===== src/rtl/accu_sched.sv =====
// Round-robin job scheduler feeding one shared pipelined accumulator.
// Zero-size jobs and a hung accumulator are resolved here.
module accu_sched #(
   parameter int NUM_REQ    = 4,
   parameter int DATA_WIDTH = 32,
   parameter int TIMEOUT    = 16
) (
   input  logic                          clk,
   input  logic                          rst,
   input  logic [NUM_REQ-1:0]            job_valid,
   input  logic [NUM_REQ*DATA_WIDTH-1:0] job_size,
   output logic [NUM_REQ-1:0]            job_ready,
   input  logic [NUM_REQ-1:0]            in_valid,
   input  logic [NUM_REQ*DATA_WIDTH-1:0] in_data,
   output logic [NUM_REQ-1:0]            in_ready,
   output logic [DATA_WIDTH-1:0]         accu_size,
   output logic                          accu_inc,
   output logic [DATA_WIDTH-1:0]         accu_array,
   input  logic [DATA_WIDTH-1:0]         accu_res,
   input  logic                          accu_ready,
   output logic [NUM_REQ-1:0]            res_valid,
   output logic [DATA_WIDTH-1:0]         res_data,
   output logic                          busy,
   output logic                          err
);

   localparam int IW = $clog2(NUM_REQ);
   localparam logic [DATA_WIDTH-1:0] TO_LAST = DATA_WIDTH'(TIMEOUT - 1);
   localparam logic [DATA_WIDTH-1:0] ONE     = DATA_WIDTH'(1);

   typedef enum logic [1:0] {
      IDLE,
      RUN,
      WAIT
   } state_t;

   state_t                 state;
   logic [IW-1:0]          ptr;
   logic [IW-1:0]          owner;
   logic [IW-1:0]          win;
   logic [IW-1:0]          cand;
   logic                   found;
   logic                   accept;
   logic                   beat;
   logic                   last_beat;
   logic [DATA_WIDTH-1:0]  size_q;
   logic [DATA_WIDTH-1:0]  sent_cnt;
   logic [DATA_WIDTH-1:0]  wait_cnt;
   logic [DATA_WIDTH-1:0]  win_size;
   logic [DATA_WIDTH-1:0]  own_data;

   // Search starts just past the last winner, wrapping modulo NUM_REQ.
   always_comb begin
      win   = ptr;
      cand  = ptr;
      found = 1'b0;
      for (int k = 1; k <= NUM_REQ; k++) begin
         cand = IW'((int'(ptr) + k) % NUM_REQ);
         if (!found && job_valid[cand]) begin
            found = 1'b1;
            win   = cand;
         end
      end
   end

   assign win_size  = job_size[int'(win)*DATA_WIDTH +: DATA_WIDTH];
   assign own_data  = in_data[int'(owner)*DATA_WIDTH +: DATA_WIDTH];
   assign accept    = rst && (state == IDLE) && found;
   assign beat      = rst && (state == RUN) && in_valid[owner];
   assign last_beat = beat && (sent_cnt == size_q - ONE);

   always_comb begin
      job_ready = '0;
      in_ready  = '0;
      if (accept) begin
         job_ready[win] = 1'b1;
      end
      if (rst && state == RUN) begin
         in_ready[owner] = 1'b1;
      end
   end

   assign accu_inc   = beat;
   assign accu_array = beat ? own_data : '0;
   assign accu_size  = size_q;
   assign busy       = (state != IDLE);

   always_ff @(posedge clk or negedge rst) begin
      if (!rst) begin
         state     <= IDLE;
         ptr       <= IW'(NUM_REQ - 1);
         owner     <= '0;
         size_q    <= '0;
         sent_cnt  <= '0;
         wait_cnt  <= '0;
         res_valid <= '0;
         res_data  <= '0;
         err       <= 1'b0;
      end else begin
         res_valid <= '0;
         res_data  <= '0;
         unique case (state)
            IDLE: begin
               if (accept) begin
                  ptr <= win;
                  // A zero count would wrap the accumulator compare.
                  if (win_size == '0) begin
                     res_valid[win] <= 1'b1;
                  end else begin
                     owner    <= win;
                     size_q   <= win_size;
                     sent_cnt <= '0;
                     state    <= RUN;
                  end
               end
            end
            RUN: begin
               if (beat) begin
                  sent_cnt <= sent_cnt + ONE;
                  if (last_beat) begin
                     wait_cnt <= '0;
                     state    <= WAIT;
                  end
               end
            end
            WAIT: begin
               if (accu_ready) begin
                  res_data         <= accu_res;
                  res_valid[owner] <= 1'b1;
                  state            <= IDLE;
               end else if (wait_cnt == TO_LAST) begin
                  err              <= 1'b1;
                  res_valid[owner] <= 1'b1;
                  state            <= IDLE;
               end else begin
                  wait_cnt <= wait_cnt + ONE;
               end
            end
            default: begin
               state <= IDLE;
            end
         endcase
      end
   end

endmodule


===== config.mk =====
export PLATFORM = sky130hd
export DESIGN_NAME = accu_sched
export DESIGN_NICKNAME = d
export VERILOG_FILES = /design/src/rtl/accu_sched.sv
export SDC_FILE = /design/constraint.sdc
export NUM_CORES = 1
export LEC_CHECK = 0
export BUFFER_PORTS_ARGS = -buffer_cell sky130_fd_sc_hd__buf_2
export CORE_AREA = 3 3 157 159
export DETAILED_ROUTE_END_ITERATION = 6
export DIE_AREA = 0 0 160 162
export PLACE_DENSITY_LB_ADDON = 0.15
export SLEW_MARGIN = 20
export SYNTH_ARGS = -nofsm -noshare
export SYNTH_HDL_FRONTEND = slang
export SYNTH_SLANG_ARGS = --single-unit
export TNS_END_PERCENT = 30

===== constraint.sdc =====
create_clock -name clk -period 4.3 [get_ports clk]
set_clock_uncertainty 0.15 [all_clocks]
set_input_delay 0.43 -clock clk [delete_from_list [all_inputs] [get_ports clk]]
set_output_delay 0.43 -clock clk [all_outputs]
set_load 0.05 [all_outputs]

# Word level (Yosys, flattened, before mapping)
# Cells that the tools add are included.
word_totals:
  regBits: 139
  inputBits: 299
classes:
  addsub: 7
  order_cmp: 8
  n_eq_ne: 11
  shift: 2
  muxes: 48
  bitwise_logic: 2
  n_reduce_logical: 24
op_table:
  columns: ["op", "count"]
  rows:
  - ["two-way mux 32 bit", 10]
  - ["indexed part select 128 x 8 -> 32 bit", 2]
  - ["one-hot mux 32 bit (2 select lines)", 2]
  - ["adder 32 x 1 -> 32 bit (second input constant)", 2]
  - ["== test 32 bit", 1]
  - ["== test 32 x 4 -> 1 bit (second input constant)", 1]
  - ["logical NOT 32 bit", 1]
  - ["subtractor 32 x 1 -> 32 bit (second input constant)", 1]
  - ["two-way mux 4 bit", 6]
  - ["two-way mux 2 bit", 10]
  - ["< comparator 2 x 3 -> 1 bit (second input constant)", 6]
  - ["inequality test 2 bit (second input constant)", 6]
  - ["two-way mux 1 bit", 11]
  - ["binary-select mux 1 bit (select 2 bit)", 5]
  - ["logical AND 1 bit", 10]
  - ["AND reduction 5 bit", 2]
  - ["one-hot mux 4 bit (2 select lines)", 1]
  - ["one-hot mux 2 bit (3 select lines)", 1]
  - ["AND reduction 3 bit", 2]
  - ["nonzero test 2 bit", 3]
  - ["adder 2 x 1 -> 2 bit (second input constant)", 2]
  - ["adder 2 bit (second input constant)", 2]
  - ["demux 1 bit (select 2 bit)", 2]
  - [">= comparator 2 x 1 -> 1 bit (second input constant)", 2]
  - ["8 further kinds", 11]

# Depth between registers and ports, before layout
# Gate-level depths: netlist of run 1.
logic_depth:
  word_depth: 20
  depth_mapped: 15

# Least setup slack after synthesis of run 1
# OpenSTA, ideal clock, no wires.
synth_timing:
  kind: "flip-flop to flip-flop"
  from: "register size_q[0], in the netlist accu_size[0]"
  to: "register wait_cnt[6]"
  setup_time_ns: 0.122
  t_arrival_ns: 3.748
  required_time_ns: 4.028
  slack_ns: 0.280
  path_stages_with_launch: 14
  path_buffers: 3
  synth_period_minus_slack_ns: 4.020
  path_cell_list: "dfrtp_1 inv_1 ha_1 buf_2 or4b_1 buf_2 nor4_4 o21ai_1 a31o_1 or4b_1 or4_4 buf_6 a2111o_1 mux2i_1"
synth_via:
  elab_chain_cells: 5
synth_rtl:
  columns: ["item", "line", "text"]
  rows:
  - ["start: declaration", "46", "logic [DATA_WIDTH-1:0] size_q;"]
  - ["start signal: assignment", "111", "size_q <= win_size;"]
  - ["subtractor 32 x 1 -> 32 bit", "70", "assign last_beat = beat && (sent_cnt == size_q - ONE);"]
  - ["== test 32 bit", "70", null]
  - ["logical AND 1 bit", "70", null]
  - ["inequality test 2 bit (no source line)", null, null]
  - ["AND reduction 5 bit (no source line)", null, null]
  - ["end signal: assignment", "136", "wait_cnt <= wait_cnt + ONE;"]
  - ["end: declaration", "48", "logic [DATA_WIDTH-1:0] wait_cnt;"]
# Every way passes these cells.
# A chain may end at the register's enable or synchronous reset.

# Final worst setup path of run 1
layout_timing:
  from: "register ptr[0]"
  to: "register size_q[3], in the netlist accu_size[3]"
layout_via:
  elab_chain_cells: 17
  elab_cells_between_ends: 31
  cone_classes: "add/sub (4); shift (1); mux (16); bitwise (1); reduce/logical (9)"
layout_rtl:
  columns: ["item", "line", "text"]
  rows:
  - ["start: declaration", "38", "logic [IW-1:0] ptr;"]
  - ["start signal: assignment", "91", "ptr <= IW'(NUM_REQ - 1);"]
  - ["start signal: assignment", "105", "ptr <= win;"]
  - ["adder 2 x 1 -> 2 bit", "58", "cand = IW'((int'(ptr) + k) % NUM_REQ);"]
  - ["binary-select mux 1 bit (select 2 bit)", "59", "if (!found && job_valid[cand]) begin"]
  - ["two-way mux 1 bit (implied by the code)", "59", null]
  - ["two-way mux 1 bit", "59", null]
  - ["logical NOT 1 bit", "59", null]
  - ["logical AND 1 bit", "59", null]
  - ["two-way mux 1 bit", "59", null]
  - ["logical NOT 1 bit", "59", null]
  - ["logical AND 1 bit", "59", null]
  - ["two-way mux 1 bit", "59", null]
  - ["logical NOT 1 bit", "59", null]
  - ["logical AND 1 bit", "59", null]
  - ["two-way mux 2 bit", "59", null]
  - ["indexed part select 128 x 8 -> 32 bit", "66", "assign win_size = job_size[int'(win)*DATA_WIDTH +: DATA_WIDTH];"]
  - ["logical NOT 32 bit", "107", "if (win_size == '0) begin"]
  - ["NOT 1 bit (no source line)", null, null]
  - ["AND reduction 3 bit (no source line)", null, null]
# Parallel ways exist; a longest one is shown, timed or not. The select of a mux whose other input is x is not followed.

==> impl_metrics.tcl, run 1 <==
set metrics [dict create \
    place_ws_ns 0.322 \
    grt_antenna_before_repair 6 \
    grt_first_pass_wirelength_um 60600 \
    stdcell_count 1720 \
    gp_congestion 1.00 \
    synth_nets 1275 \
    rsz0062_at_grt "false" \
    grt_max_degree 78 \
    synth_edf_count 0 \
    path_class "reg -> reg" \
    via_count 10200 \
    p_leak_nw 6.05 \
    clk_latency_ns 0.44 \
    synth.distinct_cells 78 \
    grt_pass1_vias 9977 \
    slew_viol_final 0 \
    hold-path-endpoint "res_data[28]" \
    cp_cell_sequence "nand2b_1, o21ai_1, a221oi_4, buf_4, buf_4, mux2i_1, mux2i_1, or4_1, o21ba_2, buf_4, mux2_2" \
    ys_warn_count 0 \
    viasPerCell 5.92 \
    io_buffers 409 \
    clk_pin_slew_worst_paths_ns 0.07 \
    grt_use_total_pct 30.7 \
    post_cts_buffers 0 \
    critPathMaxFanout 38 \
    wl_met2_um 20000 \
    hold_viol_final 0 \
    fin_nets 1688 \
    final.setup.worst_slack_ns 0.280 \
    synth_seq_cells 139 \
    clock.fmax_mhz 249 \
    area_delta_synth_final_pct 32.2 \
    rows 56 \
    cp.required_ns 4.46 \
    period_share_pct 93.5 \
    overflow 0 \
    power_density_nw_per_um2 574 \
    io_pins 410 \
    critical_path.most_common_cell "buf_4" \
    status "finished clean" \
    whs_path_depth 2 \
    avgSynthCellArea_um2 10.1 \
    cts_hold_buffers 1 \
    worstRegToRegCells 11 \
    drive_gt1_share_pct 43.5 \
    wl_um 40700 \
    detailed_place_hpwl_um 33000 \
    cts_buffers 17 \
    netlist_instances 973 \
    min_period_ns 4.02 \
    r2r-start "ptr[0]" \
    worstMarginPinSlew_ns 0.690 \
    cts_tree "built" \
    wirelength_met1_um 15800 \
    cts_resized 0 \
    synth_ff_type "dfrtp_1" \
    remaining_drc_errors 0 \
    holdCritStartpoint "accu_res[28]" \
    hold_path_class "in -> reg" \
    worstSetupEndpointType "flop" \
    ctsRootBufferMaster "clkbuf_16" \
    highest_layer "met4" \
    drtIter0Drc 830 \
    setup-violations-final 0 \
    ys_seq_area_share_pct 35.5 \
    initial_core_util_pct 41.9 \
    ir_worst_vdd_mv 0.351 \
    coreArea_um2 23400 \
    mappedNetlistArea_um2 9810 \
    worstPathArrival_ns 4.18 \
    fin_util_pct 55.4 \
    rrSetupSlack_ns 0.28 \
    htree_levels 4 \
    wl_per_cell_um 23.6 \
    max-cap-violations 0 \
    die_x_um 160 \
    cts_sinks 139 \
    r2r_end "accu_size[3]" \
    cp-start-kind "flop" \
    cts_buffer_depth 2 \
    dieArea_um2 25900 \
    drt-pass1-iter-count 5 \
    max-slew-margin-rel_pct 53.8 \
    crit_path_max_incr_delay_ns 0.58 \
    drtAntennaViolNets 0 \
    fp.dieH_um 162 \
    met3_length_um 3500 \
    place_inst 1684 \
    cpMaxStageDelayCell "or4_1" \
    async_flop_share_pct 100 \
    fin_setup_tns_ns 0 \
]
## per-layer routing
metal | up-vias | global-route usage, %
li1 | 4570 | -
met1 | 5018 | 38.4
met2 | 531 | 52.4
met3 | 70 | 7.50
met4 | 0 | 10.3
met5 | - | 0
## worst max path at each step
stage	startpoint	to	slack [ns]	cells after the start
6_report	ptr[0]	accu_size[3]	0.28	11
5_1_grt	ptr[0]	accu_size[2]	0.08	11
4_1_cts	ptr[0]	accu_size[22]	0.29	11
3_5_place_dp	ptr[0]	accu_size[22]	0.32	11
3_3_place_gp	ptr[0]	accu_size[10]	0.36	11
2_1_floorplan	accu_size[0]	wait_cnt[6]	0.28	13
## cell type report
| class | instances | area (µm²) |
|---|---|---|
| antenna | 2 | 5.00 |
| clock buffer | 19 | 453 |
| clock inverter | 13 | 133 |
| fill | 2226 | 10400 |
| inverter | 17 | 63.8 |
| multi-input combinational | 757 | 6010 |
| sequential | 139 | 3480 |
| tap | 319 | 399 |
| timing repair buffer | 454 | 2430 |
## cells in the mapped netlist, types with 5 or more instances
cell type,instances,area [µm²]
a211oi_1,6,45.0
a21oi_1,35,175
and2_1,41,257
and3_1,45,282
buf_1,9,33.8
buf_2,6,30.0
clkbuf_1,38,143
dfrtp_1,137,3430
inv_1,16,60.1
mux2_2,25,282
mux2i_1,12,120
mux4_2,65,1460
nand2_1,81,304
nand2b_1,6,37.5
nand3_1,35,175
nand4_1,27,169
nand4b_1,7,61.3
nor2_1,59,221
nor3_1,23,115
nor4_1,37,231
nor4_2,5,62.6
o211ai_1,10,75.1
o21ai_0,29,145
o21ai_1,7,35.0
o311ai_0,6,52.6
o31ai_1,18,135
or3_1,21,131
or4_1,19,143
or4b_2,6,60.1
xnor2_1,28,245
xor2_1,28,245
## sequential cells by signal, indices dropped and copies added, names as in the netlist
| signal | cells |
|---|---|
| sent_cnt | 32 |
| wait_cnt | 32 |
| res_data | 32 |
| ptr | 2 |
| state | 2 |
| res_valid | 4 |
| err | 1 |
| accu_size | 32 |
| owner | 2 |
## critical path: cells and delay by family (launching register included)
kind,cells,cell delay (ns)
AO/OA/AOI/OAI,3,0.68
AND/OR/NAND/NOR,2,0.73
flip-flops,1,0.57
multiplexers,3,0.71
buffers and inverters,3,1.00
## where the power goes
part	switching, W	internal (W)	leakage [nW]
combinational	0.00255	0.00156	3.94
clock	0.000640	0.000840	0.275
sequential	0.000359	0.00151	1.84
## cells in the final DEF, fill, tap and decap left out, types with 5 or more instances in the layout
| cell | synthesis | routed |
|---|---|---|
| or3_1 | 21 | 21 |
| o31ai_1 | 18 | 18 |
| buf_4 | 3 | 42 |
| o21ai_1 | 7 | 7 |
| nor4_2 | 5 | 5 |
| nor4_1 | 37 | 37 |
| mux2i_1 | 12 | 12 |
| nand2b_1 | 6 | 6 |
| inv_1 | 16 | 16 |
| xor2_1 | 28 | 28 |
| nand4b_1 | 7 | 7 |
| o311ai_0 | 6 | 6 |
| nor3_1 | 23 | 23 |
| or4_1 | 19 | 19 |
| buf_2 | 6 | 408 |
| clkbuf_16 | 0 | 17 |
| o211ai_1 | 10 | 10 |
| mux4_2 | 65 | 65 |
| and3_1 | 45 | 45 |
| dfrtp_1 | 137 | 136 |
| nand4_1 | 27 | 27 |
| nand3_1 | 35 | 35 |
| and2_1 | 41 | 41 |
| a211oi_1 | 6 | 6 |
| a21oi_1 | 35 | 35 |
| nand2_1 | 81 | 81 |
| mux2_2 | 25 | 25 |
| o21ai_0 | 29 | 29 |
| xnor2_1 | 28 | 28 |
| or4b_2 | 6 | 6 |
| nor2_1 | 59 | 58 |
## logic make-up (layout without fill, tap and decap cells)
family                   after synthesis  after routing  synth area share (%)
other                                  0              2                     0
flip-flops                           139            139                  35.5
XOR/XNOR                              56             56                  5.00
buffers and inverters                 77            503                  3.44
adder cells (fa/ha/maj)                3              3                 0.382
AND/OR/NAND/NOR                      450            450                  26.6
AO/OA/AOI/OAI                        146            146                  10.1
multiplexers                         102            102                  19.0
## metrics by stage
step / area [µm²] / total power [W] / hold WS (ns)
4_1_cts: 12900 / 0.00746 / 0.0707
2_1_floorplan: 9810 / 0.00469 / -0.0156
3_5_place_dp: 12300 / 0.00596 / 0.108
6_report: 13000 / 0.00745 / 0.0790
3_3_place_gp: 12300 / 0.00595 / 0.109
5_1_grt: 13000 / 0.00779 / 0.0725
No activity file was read; power rests on OpenSTA's default activity.
==> run 2, diff against run 1 <==
--- a/config.mk
+++ b/config.mk
@@ -8,5 +8,7 @@
 export BUFFER_PORTS_ARGS = -buffer_cell sky130_fd_sc_hd__buf_2
-export CORE_AREA = 3 3 157 159
+export CELL_PAD_IN_SITES_DETAIL_PLACEMENT = 1
+export CELL_PAD_IN_SITES_GLOBAL_PLACEMENT = 1
+export CORE_MARGIN = 3
+export CORE_UTILIZATION = 36
 export DETAILED_ROUTE_END_ITERATION = 6
-export DIE_AREA = 0 0 160 162
 export PLACE_DENSITY_LB_ADDON = 0.15
--- a/constraint.sdc
+++ b/constraint.sdc
@@ -4,2 +4,2 @@
 set_output_delay 0.43 -clock clk [all_outputs]
-set_load 0.05 [all_outputs]
+set_load 0.005 [all_outputs]
==> impl_metrics.tcl, run 2 (synthesis gave the netlist of run 1 again) <==
set metrics [dict create \
    status "finished clean" \
    slew_viol_final 0 \
    initial_core_util_pct 37.1 \
    max-cap-violations 0 \
    cts_buffer_depth 2 \
    cts_buffers 17 \
    period_share_pct 95.2 \
    drive_gt1_share_pct 43.7 \
    overflow 0 \
    fin_nets 1691 \
    dieArea_um2 29300 \
    clock.fmax_mhz 244 \
    htree_levels 4 \
    clk_latency_ns 0.43 \
    ctsRootBufferMaster "clkbuf_16" \
    ir_worst_vdd_mv 0.241 \
    cts_tree "built" \
    drt-pass1-iter-count 5 \
    detailed_place_hpwl_um 38200 \
    cp.required_ns 4.46 \
    wl_um 46300 \
    cp-start-kind "flop" \
    io_pins 410 \
    critPathMaxFanout 57 \
    hold_path_class "in -> reg" \
    drtIter0Drc 666 \
    clk_pin_slew_worst_paths_ns 0.07 \
    worstSetupEndpointType "flop" \
    p_leak_nw 6.09 \
    max-slew-margin-rel_pct 41.7 \
    wl_per_cell_um 26.6 \
    remaining_drc_errors 0 \
    grt_antenna_before_repair 11 \
    fp.dieH_um 171 \
    grt_first_pass_wirelength_um 68900 \
    final_cell_mix "buf_2, dfrtp_1, nand2_1, mux4_2, nor2_1" \
    setup-violations-final 0 \
    fin_setup_tns_ns 0 \
    area_delta_synth_final_pct 32.8 \
    via_count 10300 \
    cts_sinks 139 \
    mostFrequentLayoutCell "buf_2" \
    post_cts_buffers 0 \
    worstPathArrival_ns 4.25 \
    min_period_ns 4.09 \
    wl_met2_um 21300 \
    gp_congestion 0.996 \
    placement.cell_area_um2 12400 \
    drtAntennaViolNets 0 \
    grt_use_total_pct 31.7 \
    worstMarginPinSlew_ns 0.874 \
    grt_pass1_vias 10800 \
    wirelength_met1_um 19000 \
    io_buffers 409 \
    rsz0062_at_grt "false" \
    met3_length_um 4710 \
    path_class "reg -> reg" \
    stdcell_area_um2 13000 \
    die_x_um 171 \
    rows 59 \
    grt_max_degree 70 \
    hold_viol_final 0 \
    viasPerCell 5.92 \
    coreArea_um2 26400 \
    power_density_nw_per_um2 516 \
    highest_layer "met5" \
]
-- run 2: area by class of cell --
type / instances / area, µm²
diodes: 3 / 7.51
clock inverters: 15 / 171
fillers: 3117 / 13400
clock buffers: 17 / 425
flip-flops and latches: 139 / 3480
well taps: 335 / 419
multi-input cells: 757 / 6020
repair buffers: 457 / 2440
inverters: 17 / 63.8
-- run 2: what timing repair did --
item,CTS,global route
hold buffers,1,0
setup endpoints to repair,0,27
gates resized for setup,0,1
endpoints found under the hold margin,27,0
-- run 2: final timing paths --
| kind | depth (start not counted) | slack, ns | start | endpoint |
|---|---|---|---|---|
| worst max register to register | 10 | 0.21 | ptr[0] | accu_size[25] |
| worst min register to register | 1 | 0.32 | err | err |
| max in group asynchronous | 3 | 2.46 | rst | owner[0] |
| min in group asynchronous | 2 | 0.31 | rst | sent_cnt[11] |
| worst max-delay path | 10 | 0.21 | ptr[0] | accu_size[25] |
| worst min-delay path | 2 | 0.08 | accu_res[5] | res_data[5] |
-- run 2: through the flow --
step | power (W) | setup WS (ns) | utilization (%) | hold slack (ns) | cells
2_1_floorplan | 0.00382 | 0.424 | - | -0.0156 | 973
3_3_place_gp | 0.00513 | 0.234 | 47.0 | 0.174 | 1704
3_5_place_dp | 0.00519 | 0.128 | 47.0 | 0.176 | 1704
4_1_cts | 0.00673 | 0.104 | 49.3 | 0.0686 | 1737
5_1_grt | 0.00710 | 0.00771 | 49.3 | 0.0748 | 1739
6_report | 0.00672 | 0.205 | 49.3 | 0.0789 | 1740
-- run 2: power by group --
| group | switching, W | internal, W |
|---|---|---|
| sequential | 0.000376 | 0.00150 |
| combinational | 0.00176 | 0.00156 |
| clock | 0.000689 | 0.000831 |
| total | 0.00282 | 0.00390 |
-- run 2: worst max-delay path, stage by stage (launching register included) --
cell and delay, ns:
dfstp_2 0.57, nand2b_1 0.16, o21ai_1 0.13, a221oi_4 0.37
buf_6 0.37, mux2i_1 0.44, mux2i_1 0.25, or4_1 0.58
o21ba_2 0.35, buf_12 0.23, mux2_2 0.31
-- run 2: layer usage --
metal / track usage, % / up-vias
met5: 0 / -
met4: 8.82 / 12
li1: - / 4572
met1: 41.0 / 5185
met3: 11.3 / 79
met2: 50.7 / 456
